<file path="config.mk">
export PLATFORM = sky130hd
export DESIGN_NAME = conv_pe_ctrl_flat
export DESIGN_NICKNAME = d
export VERILOG_FILES = /design/src/rtl/conv_pe_ctrl_pkg.sv /design/src/rtl/conv_pe_ctrl_if.sv /design/src/rtl/conv_pe_ctrl_win_tracker.sv /design/src/rtl/conv_pe_ctrl.sv /design/src/flat_wrapper.sv
export SDC_FILE = /design/constraint.sdc
export NUM_CORES = 1
export LEC_CHECK = 0
export CAP_MARGIN = 40
export CELL_PAD_IN_SITES_DETAIL_PLACEMENT = 1
export CELL_PAD_IN_SITES_GLOBAL_PLACEMENT = 1
export CORE_ASPECT_RATIO = 0.5
export CORE_MARGIN = 4
export CORE_UTILIZATION = 38
export CTS_CLUSTER_DIAMETER = 40
export CTS_CLUSTER_SIZE = 14
export DETAILED_ROUTE_END_ITERATION = 8
export PLACE_DENSITY_LB_ADDON = 0.1
export SETUP_SLACK_MARGIN = 0.15
export SYNTH_ARGS = -nofsm -noshare
export SYNTH_HDL_FRONTEND = slang
export SYNTH_SLANG_ARGS = --single-unit
</file>
<file path="constraint.sdc">
create_clock -name clk -period 2.98 [get_ports clk]
set_input_delay 0.894 -clock clk [delete_from_list [all_inputs] [get_ports clk]]
set_output_delay 0.894 -clock clk [all_outputs]
set_load 0.01 [all_outputs]
</file>
<file path="src/rtl/conv_pe_ctrl_pkg.sv">
// Shared types and constants for the 3x3 conv PE sequencer.
package conv_ctrl_pkg;

  localparam int unsigned NUM_TAPS = 9;

  typedef enum logic [2:0] {
    StIdle   = 3'd0,
    StLoadW  = 3'd1,
    StStream = 3'd2,
    StDrain  = 3'd3,
    StDone   = 3'd4
  } state_e;

  // Minimum 1 bit so degenerate sizes still give a legal vector.
  function automatic int unsigned clog2(input int unsigned value);
    int unsigned res;
    res = 1;
    for (int i = 1; i < 32; i++) begin
      if ((64'd1 << i) < 64'(value)) res = i + 1;
    end
    return res;
  endfunction

endpackage

</file>
<file path="src/rtl/conv_pe_ctrl_if.sv">
// Control, stream and PE-side signals of the conv PE sequencer.
interface conv_pe_ctrl_if #(
  parameter int unsigned WIDTH = 9
);
  logic                 start;
  logic                 busy;
  logic                 done;
  logic                 wt_valid;
  logic                 wt_ready;
  logic [WIDTH-1:0]     wt_data;
  logic                 px_valid;
  logic                 px_ready;
  logic [WIDTH-1:0]     px_data;
  logic [WIDTH-1:0]     pe_weight;
  logic [3:0]           pe_weight_idx;
  logic                 pe_weight_we;
  logic [WIDTH-1:0]     pe_data;
  logic                 pe_data_en;
  logic                 pe_rst_n;
  logic [2*WIDTH-1:0]   pe_result;
  logic                 res_valid;
  logic [2*WIDTH-1:0]   res_data;

  modport master (
    input  start, wt_valid, wt_data, px_valid, px_data, pe_result,
    output busy, done, wt_ready, px_ready, pe_weight, pe_weight_idx, pe_weight_we,
           pe_data, pe_data_en, pe_rst_n, res_valid, res_data
  );

  modport slave (
    output start, wt_valid, wt_data, px_valid, px_data, pe_result,
    input  busy, done, wt_ready, px_ready, pe_weight, pe_weight_idx, pe_weight_we,
           pe_data, pe_data_en, pe_rst_n, res_valid, res_data
  );
endinterface

</file>
<file path="src/rtl/conv_pe_ctrl_win_tracker.sv">
// Pixel row/col tracking and full-window tag pipeline aligned to the PE result.
module conv_win_tracker
  import conv_ctrl_pkg::*;
#(
  parameter int unsigned IMG_W  = 10,
  parameter int unsigned IMG_H  = 10,
  parameter int unsigned CU_LAT = 2
) (
  input  logic clk,
  input  logic rst_n,
  input  logic accept,
  input  logic clear,
  output logic last_px,
  output logic tag_out
);
  localparam int unsigned ColW = clog2(IMG_W);
  localparam int unsigned RowW = clog2(IMG_H);

  logic [ColW-1:0] col_q, col_d;
  logic [RowW-1:0] row_q, row_d;
  logic [CU_LAT:0] tag_q, tag_d;
  logic            win_tag;

  assign win_tag = accept && (row_q >= RowW'(2)) && (col_q >= ColW'(2));
  assign last_px = accept && (row_q == RowW'(IMG_H - 1)) && (col_q == ColW'(IMG_W - 1));
  assign tag_out = tag_q[CU_LAT];

  always_comb begin
    col_d = col_q;
    row_d = row_q;
    if (clear) begin
      col_d = '0;
      row_d = '0;
    end else if (accept) begin
      if (col_q == ColW'(IMG_W - 1)) begin
        col_d = '0;
        row_d = row_q + RowW'(1);
      end else begin
        col_d = col_q + ColW'(1);
      end
    end
  end

  // Tags advance every cycle so they stay locked to the fixed PE latency.
  always_comb begin
    tag_d    = '0;
    tag_d[0] = win_tag;
    for (int i = 1; i <= int'(CU_LAT); i++) tag_d[i] = tag_q[i-1];
  end

  always_ff @(posedge clk or negedge rst_n) begin
    if (!rst_n) begin
      col_q <= '0;
      row_q <= '0;
      tag_q <= '0;
    end else begin
      col_q <= col_d;
      row_q <= row_d;
      tag_q <= tag_d;
    end
  end

endmodule

</file>
<file path="src/rtl/conv_pe_ctrl.sv">
// Sequencer for a 3x3 shift-register conv PE: weight load, image stream, result tagging.
module conv_pe_ctrl
  import conv_ctrl_pkg::*;
#(
  parameter int unsigned WIDTH  = 9,
  parameter int unsigned IMG_W  = 10,
  parameter int unsigned IMG_H  = 10,
  parameter int unsigned CU_LAT = 2
) (
  input logic          clk,
  input logic          rst_n,
  conv_pe_ctrl_if.master bus
);
  localparam int unsigned DrainW = clog2(CU_LAT + 2);

  state_e              state_q, state_d;
  logic [3:0]          widx_q, widx_d;
  logic [DrainW-1:0]   drain_q, drain_d;
  logic                clear;
  logic                wt_hs, px_hs;
  logic                last_px, tag_out;

  logic                we_q;
  logic [WIDTH-1:0]    weight_q;
  logic [3:0]          idx_q;
  logic                en_q;
  logic [WIDTH-1:0]    data_q;
  logic                res_valid_q;
  logic [2*WIDTH-1:0]  res_data_q;

  assign wt_hs = bus.wt_valid && (state_q == StLoadW);
  assign px_hs = bus.px_valid && (state_q == StStream);

  conv_win_tracker #(
    .IMG_W  (IMG_W),
    .IMG_H  (IMG_H),
    .CU_LAT (CU_LAT)
  ) u_win_tracker (
    .clk     (clk),
    .rst_n   (rst_n),
    .accept  (px_hs),
    .clear   (clear),
    .last_px (last_px),
    .tag_out (tag_out)
  );

  always_comb begin
    state_d = state_q;
    widx_d  = widx_q;
    drain_d = drain_q;
    clear   = 1'b0;
    unique case (state_q)
      StIdle: begin
        if (bus.start) begin
          state_d = StLoadW;
          widx_d  = '0;
          clear   = 1'b1;
        end
      end
      StLoadW: begin
        if (wt_hs) begin
          if (widx_q == 4'(NUM_TAPS - 1)) state_d = StStream;
          else                            widx_d  = widx_q + 4'd1;
        end
      end
      StStream: begin
        drain_d = '0;
        if (last_px) state_d = StDrain;
      end
      StDrain: begin
        // Hold off DONE until the last tag has left the pipeline.
        if (drain_q == DrainW'(CU_LAT)) state_d = StDone;
        else                            drain_d = drain_q + DrainW'(1);
      end
      StDone:  state_d = StIdle;
      default: state_d = StIdle;
    endcase
  end

  always_ff @(posedge clk or negedge rst_n) begin
    if (!rst_n) begin
      state_q     <= StIdle;
      widx_q      <= '0;
      drain_q     <= '0;
      we_q        <= 1'b0;
      weight_q    <= '0;
      idx_q       <= '0;
      en_q        <= 1'b0;
      data_q      <= '0;
      res_valid_q <= 1'b0;
      res_data_q  <= '0;
    end else begin
      state_q     <= state_d;
      widx_q      <= widx_d;
      drain_q     <= drain_d;
      we_q        <= wt_hs;
      en_q        <= px_hs;
      res_valid_q <= tag_out;
      if (wt_hs) begin
        weight_q <= bus.wt_data;
        idx_q    <= widx_q;
      end
      if (px_hs)   data_q     <= bus.px_data;
      if (tag_out) res_data_q <= bus.pe_result;
    end
  end

  assign bus.busy          = (state_q != StIdle);
  assign bus.done          = (state_q == StDone);
  assign bus.wt_ready      = (state_q == StLoadW);
  assign bus.px_ready      = (state_q == StStream);
  assign bus.pe_rst_n      = (state_q == StStream) || (state_q == StDrain);
  assign bus.pe_weight     = weight_q;
  assign bus.pe_weight_idx = idx_q;
  assign bus.pe_weight_we  = we_q;
  assign bus.pe_data       = data_q;
  assign bus.pe_data_en    = en_q;
  assign bus.res_valid     = res_valid_q;
  assign bus.res_data      = res_data_q;

endmodule
</file>
<file path="src/flat_wrapper.sv">
// flat-port wrapper written by rule: the top's interface ports become plain ports
module conv_pe_ctrl_flat import conv_ctrl_pkg::*;
#(
  parameter int unsigned WIDTH  = 9,
  parameter int unsigned IMG_W  = 10,
  parameter int unsigned IMG_H  = 10,
  parameter int unsigned CU_LAT = 2
)
  (clk, rst_n, bus_start, bus_wt_valid, bus_wt_data, bus_px_valid, bus_px_data, bus_pe_result, bus_busy, bus_done, bus_wt_ready, bus_px_ready, bus_pe_weight, bus_pe_weight_idx, bus_pe_weight_we, bus_pe_data, bus_pe_data_en, bus_pe_rst_n, bus_res_valid, bus_res_data);
  conv_pe_ctrl_if #(.WIDTH(WIDTH)) bus_i ();
  input logic clk;
  input logic rst_n;
  input wire logic [$bits(bus_i.start)-1:0] bus_start;
  input wire logic [$bits(bus_i.wt_valid)-1:0] bus_wt_valid;
  input wire logic [$bits(bus_i.wt_data)-1:0] bus_wt_data;
  input wire logic [$bits(bus_i.px_valid)-1:0] bus_px_valid;
  input wire logic [$bits(bus_i.px_data)-1:0] bus_px_data;
  input wire logic [$bits(bus_i.pe_result)-1:0] bus_pe_result;
  output wire logic [$bits(bus_i.busy)-1:0] bus_busy;
  output wire logic [$bits(bus_i.done)-1:0] bus_done;
  output wire logic [$bits(bus_i.wt_ready)-1:0] bus_wt_ready;
  output wire logic [$bits(bus_i.px_ready)-1:0] bus_px_ready;
  output wire logic [$bits(bus_i.pe_weight)-1:0] bus_pe_weight;
  output wire logic [$bits(bus_i.pe_weight_idx)-1:0] bus_pe_weight_idx;
  output wire logic [$bits(bus_i.pe_weight_we)-1:0] bus_pe_weight_we;
  output wire logic [$bits(bus_i.pe_data)-1:0] bus_pe_data;
  output wire logic [$bits(bus_i.pe_data_en)-1:0] bus_pe_data_en;
  output wire logic [$bits(bus_i.pe_rst_n)-1:0] bus_pe_rst_n;
  output wire logic [$bits(bus_i.res_valid)-1:0] bus_res_valid;
  output wire logic [$bits(bus_i.res_data)-1:0] bus_res_data;
  assign bus_i.start = bus_start;
  assign bus_i.wt_valid = bus_wt_valid;
  assign bus_i.wt_data = bus_wt_data;
  assign bus_i.px_valid = bus_px_valid;
  assign bus_i.px_data = bus_px_data;
  assign bus_i.pe_result = bus_pe_result;
  assign bus_busy = bus_i.busy;
  assign bus_done = bus_i.done;
  assign bus_wt_ready = bus_i.wt_ready;
  assign bus_px_ready = bus_i.px_ready;
  assign bus_pe_weight = bus_i.pe_weight;
  assign bus_pe_weight_idx = bus_i.pe_weight_idx;
  assign bus_pe_weight_we = bus_i.pe_weight_we;
  assign bus_pe_data = bus_i.pe_data;
  assign bus_pe_data_en = bus_i.pe_data_en;
  assign bus_pe_rst_n = bus_i.pe_rst_n;
  assign bus_res_valid = bus_i.res_valid;
  assign bus_res_data = bus_i.res_data;
  conv_pe_ctrl #(.WIDTH(WIDTH), .IMG_W(IMG_W), .IMG_H(IMG_H), .CU_LAT(CU_LAT)) u_core (.clk(clk), .rst_n(rst_n), .bus(bus_i));
endmodule
</file>
==> flow_summary_export.csv <==
group,metric,value,unit
outcome,outcome,"finished clean",
clock_tree,hold_buffers,0,
sta,hold_viol_final,0,
floorplanning,die_w,128,um
sta,fmax,0.377,GHz
finish,regArea,1580,um^2
sta,fin_ws,0.328,ns
drt,num_vias,2044,
floorplanning,dieArea,8670,um^2
placement,dp_hpwl,4.99,mm
clock_tree,clk_latency,0.32,ns
setup_path,crit_arrival,1.76,ns
synth,yosysUniqueCellTypes,40,
power_and_ir_drop,power_leakage,1.87,nW
synth,synth_common_cells,"dfrtp_1, nand2_1, mux2_2",
global_routing,gr-usage-all-layers,17.0,%
sta,min_period,2.65,ns
synth,synth_seq_area_share,57.9,%
clock_tree,cts_buffers,9,
global_routing,antenna_found_initial,0,
finish,drive_gt1_share,18.2,%
drt,first_iter_violations,71,
finish,syn_to_final_growth,48.1,%
setup_path,slowest_stage,"dfrtp_1",
synth,synth_top_cell_by_area,"dfrtp_1",
synth,synthCells,226,
sta,tightest_slew,0.743,ns
synth,synth_edf_count,0,
sta,relSlewSlack,50.5,%
drt,drc_errors,0,
finish,finalNetCount,367,
finish,antenna_cells,0,
sta,rsz0062_at_grt,"false",
placement,portBuffers,88,
global_routing,grt_overflow,0,
clock_tree,cts.repair.resized,0,
floorplanning,initial_core_util,40.0,%
drt,dr.pass1.iters,3,
clock_tree,numClockSinks,63,
finish,multiInputGateArea,1030,um^2
clock_tree,cts_tree,"built",
synth,avgSynthCellArea,12.1,um^2
setup_path,endpoint_kind,"output port",
global_routing,grt_pass1_wl,11.2,mm
power_and_ir_drop,total_power,0.00320,W
power_and_ir_drop,ir_worst_vdd,0.508,mV
finish,nFillCells,697,
clock_tree,cts.reportedPaths.clkPinSlew,0.05,ns
sta,final.setup_skew,0.00455,ns
synth,yosysTopAreaCellShare,57.9,%
setup_path,path_cells,"nor2b_1 -> buf_4 -> clkdlybuf4s50_1",
setup_path,setup.worst_path.start_class,"register",
setup_path,crit_type,"reg2out",
finish,fin_area,4040,um^2
placement,place.gp.congestion,0.701,
clock_tree,htreeDepth,3,
drt,vias_per_cell,4.90,
sta,drv_slew,0,
job,maxCapViolations,0,
placement,place_area,3710,um^2
placement,dpl_worst_slack,0.430,ns
clock_tree,post-cts-setup-buffers,0,
floorplanning,core-area,6810,um^2
setup_path,worstPathRequired,2.09,ns
sta,finalCritPeriodShare,89.0,%
clock_tree,clock_path_buffers,2,
synth,synth.cell_area,2720,um^2
sta,fin_setup_tns,0,ns
global_routing,grt_pass1_vias,2263,
synth,yosys_warnings,0,
drt,wire_per_inst,16.5,um
drt,antenna_left,0,
synth,synth_seq_cells,63,
synth,synth_flop_cell,"dfrtp_1",
synth,syn_nets,273,
setup_path,crit_path_max_incr_delay,0.55,ns
synth,synth_area_leaders,"dfrtp_1, mux2_2, nand2_1",
synth,postSynth.asyncResetShare,100,%
min_path,hold_class,"reg2reg",
floorplanning,pin_count,89,
clock_tree,clock-root-buffer,"clkbuf_16",
drt,wirelength,6.89,mm
synth,yosys.cell_count.top_type,"dfrtp_1",
power_and_ir_drop,power_density,793,nW/um^2
floorplanning,fp-row-count,21,
floorplanning,dieHeight,67.9,um
setup_path,cp_max_fo,13,
global_routing,grt_max_degree,50,
sta,setup_viol,0,
==> placed cells by master (no fill, tap or decap), types with 3 or more instances in the layout <==
cell type / Yosys / final
mux2_2: 31 / 31
mux2i_1: 7 / 7
clkbuf_16: 0 / 9
clkinv_2: 0 / 3
clkdlybuf4s50_1: 0 / 87
buf_4: 0 / 6
nor2_1: 5 / 5
nor3_1: 4 / 4
nor2b_1: 4 / 4
ha_1: 6 / 6
inv_1: 12 / 12
a21oi_1: 6 / 6
nand2_1: 38 / 38
dfrtp_1: 63 / 62
or3_1: 3 / 3
nand3_1: 3 / 3
==> path summary, 6_finish.rpt <==
path | from | endpoint | slack (ns) | cells after the start
worst max-delay path | u_core.state_q[1] | bus_pe_rst_n | 0.33 | 3
worst min-delay path | u_core.u_win_tracker.tag_q[1] | u_core.u_win_tracker.tag_q[2] | 0.35 | 0
worst max register to register | u_core.state_q[0] | u_core.u_win_tracker.row_q[0] | 1.16 | 4
worst min register to register | u_core.u_win_tracker.tag_q[1] | u_core.u_win_tracker.tag_q[2] | 0.35 | 0
max in group asynchronous | rst_n | u_core.state_q[0] | 1.92 | 2
min in group asynchronous | rst_n | u_core.bus.pe_weight[6] | 0.48 | 1
==> routing by layer <==
metal  vias up  share of wire [%]  global-route usage (%)
met1      1004                 41                    19.1
met3        13                6.7                    6.24
met5         -                  0                       0
met4         0                1.4                    4.76
met2        64                 51                    31.3
li1        963                  -                       -
==> logic make-up after synthesis <==
kind of cell / Yosys count / share of synthesized area [%]
multiplexers: 38 / 15.4
AND/OR/NAND/NOR: 76 / 15.0
AO/OA/AOI/OAI: 19 / 4.82
flip-flops: 63 / 57.9
adder cells (fa/ha/maj): 6 / 2.76
buffers and inverters: 24 / 4.18
==> per-stage QoR <==
stage	hold slack [ns]	util [%]	cells
2_1_floorplan	0.331	-	226
3_3_place_gp	0.332	54.5	401
3_5_place_dp	0.339	54.5	401
4_1_cts	0.350	59.3	417
5_1_grt	0.370	59.3	417
6_report	0.349	59.3	417
==> sequential cells by signal, summed over array words and instances, names as in the netlist <==
signal                      flops
u_core.bus.pe_weight            9
u_core.bus.pe_data              9
u_core.bus.pe_data_en           1
u_core.bus.pe_weight_idx        4
u_core.bus.pe_weight_we         1
u_core.u_win_tracker.col_q      4
u_core.state_q                  3
u_core.bus.res_valid            1
u_core.u_win_tracker.row_q      4
u_core.u_win_tracker.tag_q      3
u_core.widx_q                   4
u_core.bus.res_data            18
u_core.drain_q                  2
==> final cells by class <==
class                   instances  share of cell area (%)
well taps                      92                    2.85
repair buffers                 95                    23.3
clock inverters                 6                    2.08
multi-input cells             139                    25.6
clock buffers                  10                    5.92
flip-flops and latches         63                    39.1
inverters                      12                    1.12
==> power by group <==
group / total, W / leakage [nW] / internal (W) / switching, W
Combinational: 0.000905 / 0.876 / 0.000528 / 0.000378
Sequential: 0.00119 / 0.830 / 0.00104 / 0.000151
Clock: 0.00111 / 0.162 / 0.000750 / 0.000355
==> worst max-delay path: cells and delay by family, from the launching register on <==
kind / cells / cell delay [ns]
buffers and inverters: 2 / 0.70
DFF: 1 / 0.55
and+or+nand+nor: 1 / 0.19
Power figures use the tool's default switching activity.
